<file path="config.mk">
export PLATFORM = sky130hd
export DESIGN_NAME = sha256_msg_sched
export DESIGN_NICKNAME = d
export VERILOG_FILES = /design/src/rtl/sha256_pkg.sv /design/src/rtl/sha256_msg_word.sv /design/src/rtl/sha256_msg_sched.sv
export SDC_FILE = /design/constraint.sdc
export NUM_CORES = 1
export LEC_CHECK = 0
export ABC_AREA = 1
export CAP_MARGIN = 20
export CORE_UTILIZATION = 55
export DETAILED_ROUTE_END_ITERATION = 12
export MAX_ROUTING_LAYER = met4
export PLACE_DENSITY = 0.72
export SLEW_MARGIN = 20
export SYNTH_ARGS = -nofsm -noshare
export SYNTH_HDL_FRONTEND = slang
export SYNTH_SLANG_ARGS = --single-unit
</file>
<file path="constraint.sdc">
create_clock -name clk -period 14.8 [get_ports clk]
set_input_delay 2.96 -clock clk [delete_from_list [all_inputs] [get_ports clk]]
set_output_delay 2.96 -clock clk [all_outputs]
set_load 0.03 [all_outputs]
</file>
<file path="src/rtl/sha256_pkg.sv">
// Shared SHA-256 types, block constants and the small-sigma helpers used by
// both the message scheduler and the round stage.
package sha256_pkg;

    typedef logic [31:0] word_t;

    localparam int BLOCK_WORDS = 16;
    localparam int SCHED_WORDS = 64;

    typedef enum logic {
        ST_LOAD   = 1'b0,
        ST_EXPAND = 1'b1
    } sched_state_e;

    function automatic word_t ror32(input word_t x, input int unsigned n);
        return (x >> n) | (x << (32 - n));
    endfunction

    function automatic word_t sigma0(input word_t x);
        return ror32(x, 7) ^ ror32(x, 18) ^ (x >> 3);
    endfunction

    function automatic word_t sigma1(input word_t x);
        return ror32(x, 17) ^ ror32(x, 19) ^ (x >> 10);
    endfunction

endpackage

</file>
<file path="src/rtl/sha256_msg_word.sv">
// Combinational next-schedule-word generator:
// W[t+16] = sigma1(W[t+14]) + W[t+9] + sigma0(W[t+1]) + W[t].
module sha256_msg_word
    import sha256_pkg::*;
(
    input  logic [31:0] i_w0,
    input  logic [31:0] i_w1,
    input  logic [31:0] i_w9,
    input  logic [31:0] i_w14,
    output logic [31:0] o_new
);

    word_t w_s0;
    word_t w_s1;

    assign w_s0  = sigma0(i_w1);
    assign w_s1  = sigma1(i_w14);
    assign o_new = w_s1 + i_w9 + w_s0 + i_w0;

endmodule

</file>
<file path="src/rtl/sha256_msg_sched.sv">
// SHA-256 message-schedule expander: loads 16 words, then streams W0..W63
// from a sliding 16-word window, one word per output handshake.
module sha256_msg_sched
    import sha256_pkg::*;
(
    input  logic        clk,
    input  logic        rst,
    input  logic        in_valid,
    output logic        in_ready,
    input  logic [31:0] in_word,
    output logic        out_valid,
    input  logic        out_ready,
    output logic [31:0] out_word,
    output logic [5:0]  out_idx,
    output logic        busy
);

    localparam logic [5:0] LAST_LOAD  = 6'(BLOCK_WORDS - 1);
    localparam logic [5:0] LAST_SCHED = 6'(SCHED_WORDS - 1);

    sched_state_e r_state;
    logic [5:0]   r_cnt;
    word_t        r_win [BLOCK_WORDS];

    sched_state_e w_state_nxt;
    logic [5:0]   w_cnt_nxt;
    logic         w_shift;
    word_t        w_shift_data;
    word_t        w_new;

    sha256_msg_word u_msg_word (
        .i_w0  (r_win[0]),
        .i_w1  (r_win[1]),
        .i_w9  (r_win[9]),
        .i_w14 (r_win[14]),
        .o_new (w_new)
    );

    always_comb begin
        w_state_nxt  = r_state;
        w_cnt_nxt    = r_cnt;
        w_shift      = 1'b0;
        w_shift_data = in_word;
        case (r_state)
            ST_LOAD: begin
                if (in_valid) begin
                    w_shift = 1'b1;
                    if (r_cnt == LAST_LOAD) begin
                        w_cnt_nxt   = '0;
                        w_state_nxt = ST_EXPAND;
                    end else begin
                        w_cnt_nxt = r_cnt + 6'd1;
                    end
                end
            end
            ST_EXPAND: begin
                // The word generated on the final handshake is never observed;
                // the next load overwrites the whole window anyway.
                w_shift_data = w_new;
                if (out_ready) begin
                    w_shift = 1'b1;
                    if (r_cnt == LAST_SCHED) begin
                        w_cnt_nxt   = '0;
                        w_state_nxt = ST_LOAD;
                    end else begin
                        w_cnt_nxt = r_cnt + 6'd1;
                    end
                end
            end
            default: begin
                w_state_nxt = ST_LOAD;
                w_cnt_nxt   = '0;
            end
        endcase
    end

    always_ff @(posedge clk) begin
        if (rst) begin
            r_state <= ST_LOAD;
            r_cnt   <= '0;
        end else begin
            r_state <= w_state_nxt;
            r_cnt   <= w_cnt_nxt;
        end
    end

    always_ff @(posedge clk) begin
        if (rst) begin
            for (int i = 0; i < BLOCK_WORDS; i++) begin
                r_win[i] <= '0;
            end
        end else if (w_shift) begin
            for (int i = 0; i < BLOCK_WORDS - 1; i++) begin
                r_win[i] <= r_win[i+1];
            end
            r_win[BLOCK_WORDS-1] <= w_shift_data;
        end
    end

    // Index and word are gated to zero while loading so idle outputs are clean.
    assign in_ready  = (r_state == ST_LOAD);
    assign out_valid = (r_state == ST_EXPAND);
    assign busy      = (r_state == ST_EXPAND);
    assign out_word  = (r_state == ST_EXPAND) ? r_win[0] : '0;
    assign out_idx   = (r_state == ST_EXPAND) ? r_cnt : '0;

endmodule
</file>
==> results.txt, run 1 <==
The number of flops mapped to enable cells by yosys came out at 512. Among the stages of the critical path, the cell type that occurs most often is sky130_fd_sc_hd__buf_4. The routed length on met1 is 24500 um. Summing the areas of all xor and xnor instances in the mapped netlist gives 4.61% of the synthesized area. The hold buffer count at CTS came out at 0.

STA classifies the critical path endpoint as a register. The run finished with clean final reports. The number of inserted filler cells in the final layout came out at 3801. The routed length on met2 came out at 26500 um.

The normalized max-slew margin came out at 30.7%. The worst setup slack after layout is 8.41 ns. In this run the remaining antenna-violating nets after routing total 0. After Yosys synthesis, and, or, nand and nor cells account for 14.1% of the synthesized area. The max-slew violation count came to 0. The combined area of all synthesized cells is 0.0256 mm2.

The total power density per cell area is 147 mW/mm2. In this run the tool buffered the top-level ports with 76 buffer cells. For this configuration, the core starts out at a cell density of 56.1%.

The maximum frequency from static timing analysis is 0.156 GHz. The critical path class is in -> reg. The half-perimeter wire length after placement came out at 40900 um. The largest family of logic cells by synthesized area is simple AND/OR/NAND/NOR gates. Setup repair after global routing left no endpoint under its margin.

In this run, post-CTS repair resized a total of 0 instances. The count of pins on the block boundary came out at 77. The total overflow left after global routing is 0. The DRC violation count after routing came out at 0. The worst path buffer plus inverter count is 4. The H-tree was split into 2 levels. The delay of the slowest cell on the worst path is 0.88 ns.

In this run, CTS created clock tree buffers numbering 54. The number of antenna repair diodes came out at 0. The clock insertion delay at the later pin of the skew report came out at 0.61 ns. The iteration-0 DRC count of the detailed router is 1530. The critical hold path startpoint is r_cnt[5]. The multi-input gate area in the final layout came out at 0.00675 mm2. The signal on the critical path passes through buf_6 -> inv_1 -> nand2_8 -> buf_4 -> buf_4.

The number of placed instances, taps included is 3168. The synthesized netlist devotes 1.14% of its cell area to compound gates. The final weighted congestion in routability-driven placement came out at 0.975. The adder-cell share of the synthesized area is 6.40%. Row generation in the floorplan step produced 78 rows.

In the global route stage, overall resource usage came out at 25.3%. At the pin with the least slew margin, the transition time is 1.04 ns. The area occupied by registers came out at 0.0155 mm2. The number of failing setup endpoints in the final timing report is 0. The area share of the leading cell type in the synthesized netlist came out at 60.0%. From synthesis to final layout, the design area changed by 10.6%. The average cell area after synthesis is 10.0 um2.

The floorplan step defined a core boundary enclosing 0.0457 mm2. The largest total area in the synthesized netlist belongs to sky130_fd_sc_hd__edfxtp_1. The standard cell with the maximum stage delay on the critical path is sky130_fd_sc_hd__buf_4. The number of antenna violations at the first check in global routing was 0. The largest delay contributor family on the critical path is buffers and inverters. Setup total negative slack on the finished layout was measured at 0 ns.

The commonest cells after synthesis are sky130_fd_sc_hd__inv_1, sky130_fd_sc_hd__nor2_1, sky130_fd_sc_hd__edfxtp_1, sky130_fd_sc_hd__nand2_1, sky130_fd_sc_hd__xor2_1. The ratio of cells with drive above 1 in the final layout came out at 3.83%. The final period demand of the worst path is 6.39 ns. The die is 218 um wide.

The worst-case setup slack after placement is 7.79 ns. The TritonCTS clock tree is built. The maximum VDD drop came out at 0.000102 V. The total number of vias is 15900. The startpoint of the worst register-to-register path is busy. Entering global routing, the biggest net connects 149 pins. The clock drives 519 sinks.

The multiplexer fraction of the synthesized cell area is 0%. The static leakage came out at 12.7 nW. The final wirelength came out at 56700 um. Clock-pin slew was measured on the worst setup and hold paths at 0.06 ns. After layout, the design draws a total of 4.18 mW. In this run the worst hold path is classified as reg -> reg. The largest driver fanout on the critical path came out at 118.

Signal routing reaches up to met4. In the final routed layout, each cell accounts on average for 17.4 um. The maximum number of buffers from clock root to sink came out at 3.

Yosys mapped the design onto 38 distinct sky130hd cell types. The number of global-route vias before repair is 15200. The first global-routing pass estimated 85900 um of wire.

For this run, the leading register cell type out of synthesis is sky130_fd_sc_hd__edfxtp_1. In the synthesized netlist, the number of instances is 2556. For this run, the number of Yosys warnings is 0. The setup skew after layout is 0.0184 ns.

In the routed layout, each cell is associated on average with a via count of 4.87. At the end of the flow the core is filled with cells to 62.1%. Across the run, the number of max-cap violations was 0. The type of element launching the critical path is an input pin.

After synthesis, the share of flip-flops with an asynchronous set or reset is 0%. The area of the die is 0.0475 mm2. The post-layout net count is 2754. The most frequent cell after synthesis is sky130_fd_sc_hd__inv_1. The count of TritonRoute iterations in the first routing pass came out at 5. The share of the clock period used by the worst path after layout is 43.2%.

The non-filler instance count after layout is 3265. The floorplan step set the die height to 218 um. The clock root buffer is sky130_fd_sc_hd__clkbuf_16. Yosys attributes the largest share of cell area to sky130_fd_sc_hd__edfxtp_1, sky130_fd_sc_hd__inv_1, sky130_fd_sc_hd__nor2_1, sky130_fd_sc_hd__fa_1, sky130_fd_sc_hd__nand2_1. The synthesized design contains 519 register bits. The buffer count from post-CTS setup fixing came out at 0.

The proportion of synthesized chip area in sequential cells is 60.5%. Tracing the worst setup path back leads to its startpoint at rst. For the worst setup path, the data required time is 15.02 ns.

The number of hold-slack violations in the final timing report was 0. The total nets after synthesis is 2686. The routed wire length on met3 came out at 3540 um. The data arrival at the endpoint of the critical path is 6.61 ns.
==> final timing paths <==
path | to | slack [ns] | cells after the start
setup / recovery | r_win[0][291] | 8.41 | 5
setup reg to reg | r_win[0][291] | 10.23 | 7
hold / removal | r_cnt[5] | 0.51 | 2
hold reg to reg | r_cnt[5] | 0.51 | 2
==> metal layers <==
layer  track usage (%)  vias up
li1                  -     7725
met1              33.6     7652
met2              39.1      406
met3              4.49      103
met4              9.70        0
met5                 -        -
==> report_power, final <==
part / switching [mW] / total (mW) / internal, mW
Clock: 0.558 / 1.28 / 0.720
Combinational: 0.759 / 1.12 / 0.357
Sequential: 0.0607 / 1.78 / 1.72
==> registers in the layout, summed over array words and instances (netlist names) <==
name	flops
r_cnt	6
r_win	512
busy	1
==> per-stage QoR <==
step / hold WS (ns) / area (um2)
2_1_floorplan: 0.469 / 25600
3_3_place_gp: 0.481 / 26700
3_5_place_dp: 0.491 / 26700
4_1_cts: 0.499 / 28300
5_1_grt: 0.544 / 28400
6_report: 0.506 / 28400
==> layout make-up <==
class,count,area share [%]
Clock buffer,62,4.87
Multi-Input combinational cell,1208,23.8
Inverter,757,10.0
Timing Repair Buffer,84,2.96
Clock inverter,35,0.931
Tap cell,600,2.65
Sequential cell,519,54.7
==> layout by cell type, fill, tap and decap left out, types with 32 or more instances in the layout <==
cell / instances
sky130_fd_sc_hd__ha_1: 32
sky130_fd_sc_hd__edfxtp_1: 512
sky130_fd_sc_hd__nand2_1: 270
sky130_fd_sc_hd__clkbuf_16: 54
sky130_fd_sc_hd__fa_1: 62
sky130_fd_sc_hd__clkdlybuf4s50_1: 75
sky130_fd_sc_hd__nor2_1: 584
sky130_fd_sc_hd__inv_1: 754
sky130_fd_sc_hd__xor2_1: 68
sky130_fd_sc_hd__xnor2_1: 67
sky130_fd_sc_hd__nand3_1: 46
==> cells by family after synthesis <==
group | after synthesis
flip-flops | 519
XOR/XNOR | 135
AND/OR/NAND/NOR | 925
AO/OA/AOI/OAI | 54
adder cells (fa/ha/maj) | 94
buffers and inverters | 829
==> worst reg2reg max path: stages (launching register included) <==
cell and delay, ns:
sky130_fd_sc_hd__dfxtp_4 0.68, sky130_fd_sc_hd__buf_4 0.52, sky130_fd_sc_hd__nand2_1 0.13, sky130_fd_sc_hd__nand2_2 0.14, sky130_fd_sc_hd__inv_2 0.11, sky130_fd_sc_hd__nand2_8 0.62, sky130_fd_sc_hd__buf_4 0.97, sky130_fd_sc_hd__buf_4 0.92
Note: power is estimated with default switching activity, not from simulation.
==> run 2, diff against run 1 <==
--- a/config.mk
+++ b/config.mk
@@ -10,7 +10,7 @@
 export CORE_UTILIZATION = 55
 export DETAILED_ROUTE_END_ITERATION = 12
 export MAX_ROUTING_LAYER = met4
-export PLACE_DENSITY = 0.72
+export PLACE_DENSITY = 0.69
 export SLEW_MARGIN = 20
 export SYNTH_ARGS = -nofsm -noshare
 export SYNTH_HDL_FRONTEND = slang
==> constraint.sdc (replaced) <==
create_clock -name clk -period 6.6 [get_ports clk]
set_input_delay 1.32 -clock clk [delete_from_list [all_inputs] [get_ports clk]]
set_output_delay 1.32 -clock clk [all_outputs]
set_load 0.03 [all_outputs]
==> run 2 against run 1 <==
Sequential power grew 120%. Wire length rose by 2.2%. First-iteration DRC count down 0.46%. Clock power increased by 140%. Global-route usage increased by 0.62 points. Final cell count is essentially flat. Setup slack worse by 6.1 ns. Design area up 0.52%. Flip-flop and latch count did not move. Utilization increased by 0.32 points. Critical path depth is 11 higher. Clock-buffer cell count is 3 lower. Largest power group unchanged. Highest routed layer unchanged.
==> results.txt, run 2 (synthesis results as in run 1) <==
The required time at the endpoint of the critical path came out at 6.96 ns (-8.06 ns). The final wirelength is 57900 um (+2.2%). The setup skew after layout is 0.0434 ns (+0.0250 ns).

The origin of the worst setup path is r_win[0][466]. In this run the critical register-to-register path is launched from r_win[0][466]. Setup repair after global routing left no endpoint under its margin. The number of port buffers is 76 (unchanged). The number of flip-flops in the largest register is 512 (unchanged). The data arrival at the endpoint of the critical path came out at 4.70 ns (-1.91 ns).

The final global-route overflow total is 0 (unchanged). The static leakage came out at 12.8 nW (+0.50%). The clock slew seen by the registers of the worst setup and hold paths is 0.07 ns (about the same). The count of pins on the block boundary came out at 77 (unchanged). The maximum VDD drop is 0.000240 V (+130%). The critical path is of the reg -> reg type.

The switching power share of the total came to 32.8% (-0.18 points). The non-filler instance count after layout came to 3266 (+0.031%). The normalized max-slew margin is 34.5% (+3.8 points). The finished layout cell area is 0.0285 mm2 (+0.52%). The ratio of cells with drive above 1 in the final layout is 3.94% (+0.11 points). The number of placed instances, taps included is 3168 (unchanged). The number of global-route vias before repair is 15400 (+1.4%). The post-layout net count came to 2752 (-0.073%).

Leaving out fill and tap cells, the most frequent cell in the layout is sky130_fd_sc_hd__inv_1. The maximum number of buffers from clock root to sink came out at 3 (unchanged). The iteration-0 DRC count of the detailed router came out at 1523 (-0.46%). The die height is 218 um (unchanged). The path type of the worst min-delay path is reg -> reg. The share of the clock period used by the worst path after layout is 65.7%. The number of antenna violations at the first check in global routing is 0 (unchanged). The DRC violation count after routing came out at 0 (unchanged). The startpoint identified for the worst hold timing path is r_cnt[5]. The share of power burned in registers came out at 41.7% (-1.0 points). The count of cells resized by post-cts repair is 0 (unchanged). The largest net degree at the start of global routing is 151 (+1.3%). The worst hold slack came out at 0.518 ns (+0.0122 ns). The initial standard-cell utilization of the core is 56.1% (unchanged). The global routing usage summed across all routing layers is 26.0% (+0.62 points). The clock insertion delay at the later pin of the skew report is 0.63 ns (+0.02 ns). The buffer count from post-CTS setup fixing is 0 (unchanged). The average routed wire per standard cell came out at 17.7 um (+2.2%). The flow ran to the end, and the final reports show no timing, DRC or antenna violations. The measured slew at the worst slew-check pin came out at 0.983 ns (-0.0567 ns).

The combinational share of power is 26.4% (-0.3 points). The total negative slack for setup checks is 0 ns (unchanged). The power dissipated by switching net loads is 3.14 mW (+130%). The number of hold-slack violations in the final timing report came to 0 (unchanged). The final weighted congestion in routability-driven placement is 1.01 (+3.8%). The largest driver fanout on the critical path came to 5 (-96%). The endpoint type of the worst setup path is a register. The design internal power came out at 6.43 mW (+130%). The final core area utilization is 62.4% (+0.32 points). The type of element launching the critical path is a register. The ratio of routed vias to standard cells is 4.85 (-0.31%). Clock tree synthesis selected as its root buffer the cell sky130_fd_sc_hd__clkbuf_16. The overall power consumption is 9.56 mW (+130%).

The total number of vias is 15800 (-0.28%). The hold buffer count at CTS is 0 (unchanged). The H-tree level count came out at 2 (unchanged). The number of placement rows came out at 78 (unchanged). The maximum frequency from static timing analysis came out at 0.231 GHz. The area of the placeable core is 0.0457 mm2 (unchanged).

The number of sinks on the clock net came out at 519 (unchanged). The count of TritonRoute iterations in the first routing pass is 5 (unchanged). The worst-case setup slack after placement came out at 2.36 ns (-5.43 ns). The wire length of the first global-routing pass is 88100 um (+2.6%). The TritonCTS clock tree is built.

The share of power burned in the clock network came to 31.9% (+1.3 points). The number of failing setup endpoints in the final timing report came to 0 (unchanged). The half-perimeter wire length after placement is 41100 um (+0.48%). The max-slew violation count is 0 (unchanged). Leaving out fill and tap cells, the most frequent cells in the layout are sky130_fd_sc_hd__inv_1, sky130_fd_sc_hd__nor2_1, sky130_fd_sc_hd__edfxtp_1.

The area growth from synthesis to layout came out at 11.1%. The worst setup slack after layout is 2.27 ns (-6.14 ns). The total power density per cell area came out at 336 mW/mm2 (+130%). The remaining antenna violation count after routing is 0 (unchanged).

The final period demand of the worst path is 4.33 ns. The total of max-cap violations is 0 (unchanged). The number of inserted filler cells in the final layout came out at 3787 (-0.37%). The die width came out at 218 um (unchanged). The register ranked first by flip-flop count is r_win. The post-detailed-placement cell area came to 0.0268 mm2 (+0.19%).

The number of buffers created by CTS is 52 (-3.7%). The area of the die is 0.0475 mm2 (unchanged).
==> run 2: cell count changes in the layout (fill, tap and decap cells not counted), sizes merged <==
cell / before / now
bufinv: 3 / 8
clkbuf: 62 / 59
clkinv: 26 / 23
clkinvlp: 2 / 3
diode: 0 / 1
==> run 2: worst paths after layout <==
kind	to	cells after the start	slack, ns
max	r_win[0][489]	16	2.27
min	r_cnt[5]	2	0.52
max reg2reg	r_win[0][489]	16	2.27
min reg2reg	r_cnt[5]	2	0.52
==> run 2: power groups by stage <==
stage                     Clock (mW)  Sequential [mW]  Combinational (mW)
after floorplan                    0             4.02                1.72
after global placement             0             4.05                2.47
after detailed placement           0             4.06                2.47
after CTS                       3.10             3.99                2.48
after global routing            3.22             4.01                2.78
final                           3.05             3.99                2.52
==> run 2: cell type report <==
type                            count  area, um2  share of cell area, %
Inverter                          757       2850                   10.0
Antenna cell                        1       2.50                0.00878
Clock buffer                       59       1330                   4.66
Sequential cell                   519      15500                   54.5
Tap cell                          600        751                   2.63
Multi-Input combinational cell   1208       6750                   23.7
Timing Repair Buffer               84        885                   3.10
Clock inverter                     38        417                   1.46
==> run 2: critical path: stages (launching register included) <==
cell and delay (ns):
sky130_fd_sc_hd__edfxtp_1 0.60, sky130_fd_sc_hd__xnor2_1 0.25, sky130_fd_sc_hd__xor2_1 0.24, sky130_fd_sc_hd__fa_1 0.47
sky130_fd_sc_hd__fa_1 0.49, sky130_fd_sc_hd__inv_1 0.08, sky130_fd_sc_hd__ha_1 0.26, sky130_fd_sc_hd__inv_1 0.09
sky130_fd_sc_hd__fa_1 0.40, sky130_fd_sc_hd__inv_1 0.10, sky130_fd_sc_hd__nand3_1 0.07, sky130_fd_sc_hd__nand3_1 0.19
sky130_fd_sc_hd__nand2_1 0.11, sky130_fd_sc_hd__nand2_1 0.12, sky130_fd_sc_hd__xor2_1 0.11, sky130_fd_sc_hd__o21ai_0 0.39
sky130_fd_sc_hd__inv_1 0.08
==> run 2: routing by layer <==
layer  track usage [%]  vias to the layer above  share of wire (%)  wire (um)
li1                  -                     7720                  -          -
met1              34.8                     7548                 43      25100
met2              39.0                      472                 46      26400
met3              6.42                      102                8.1       4690
met4              8.39                        0                2.9       1690
met5                 -                        -                  0          0
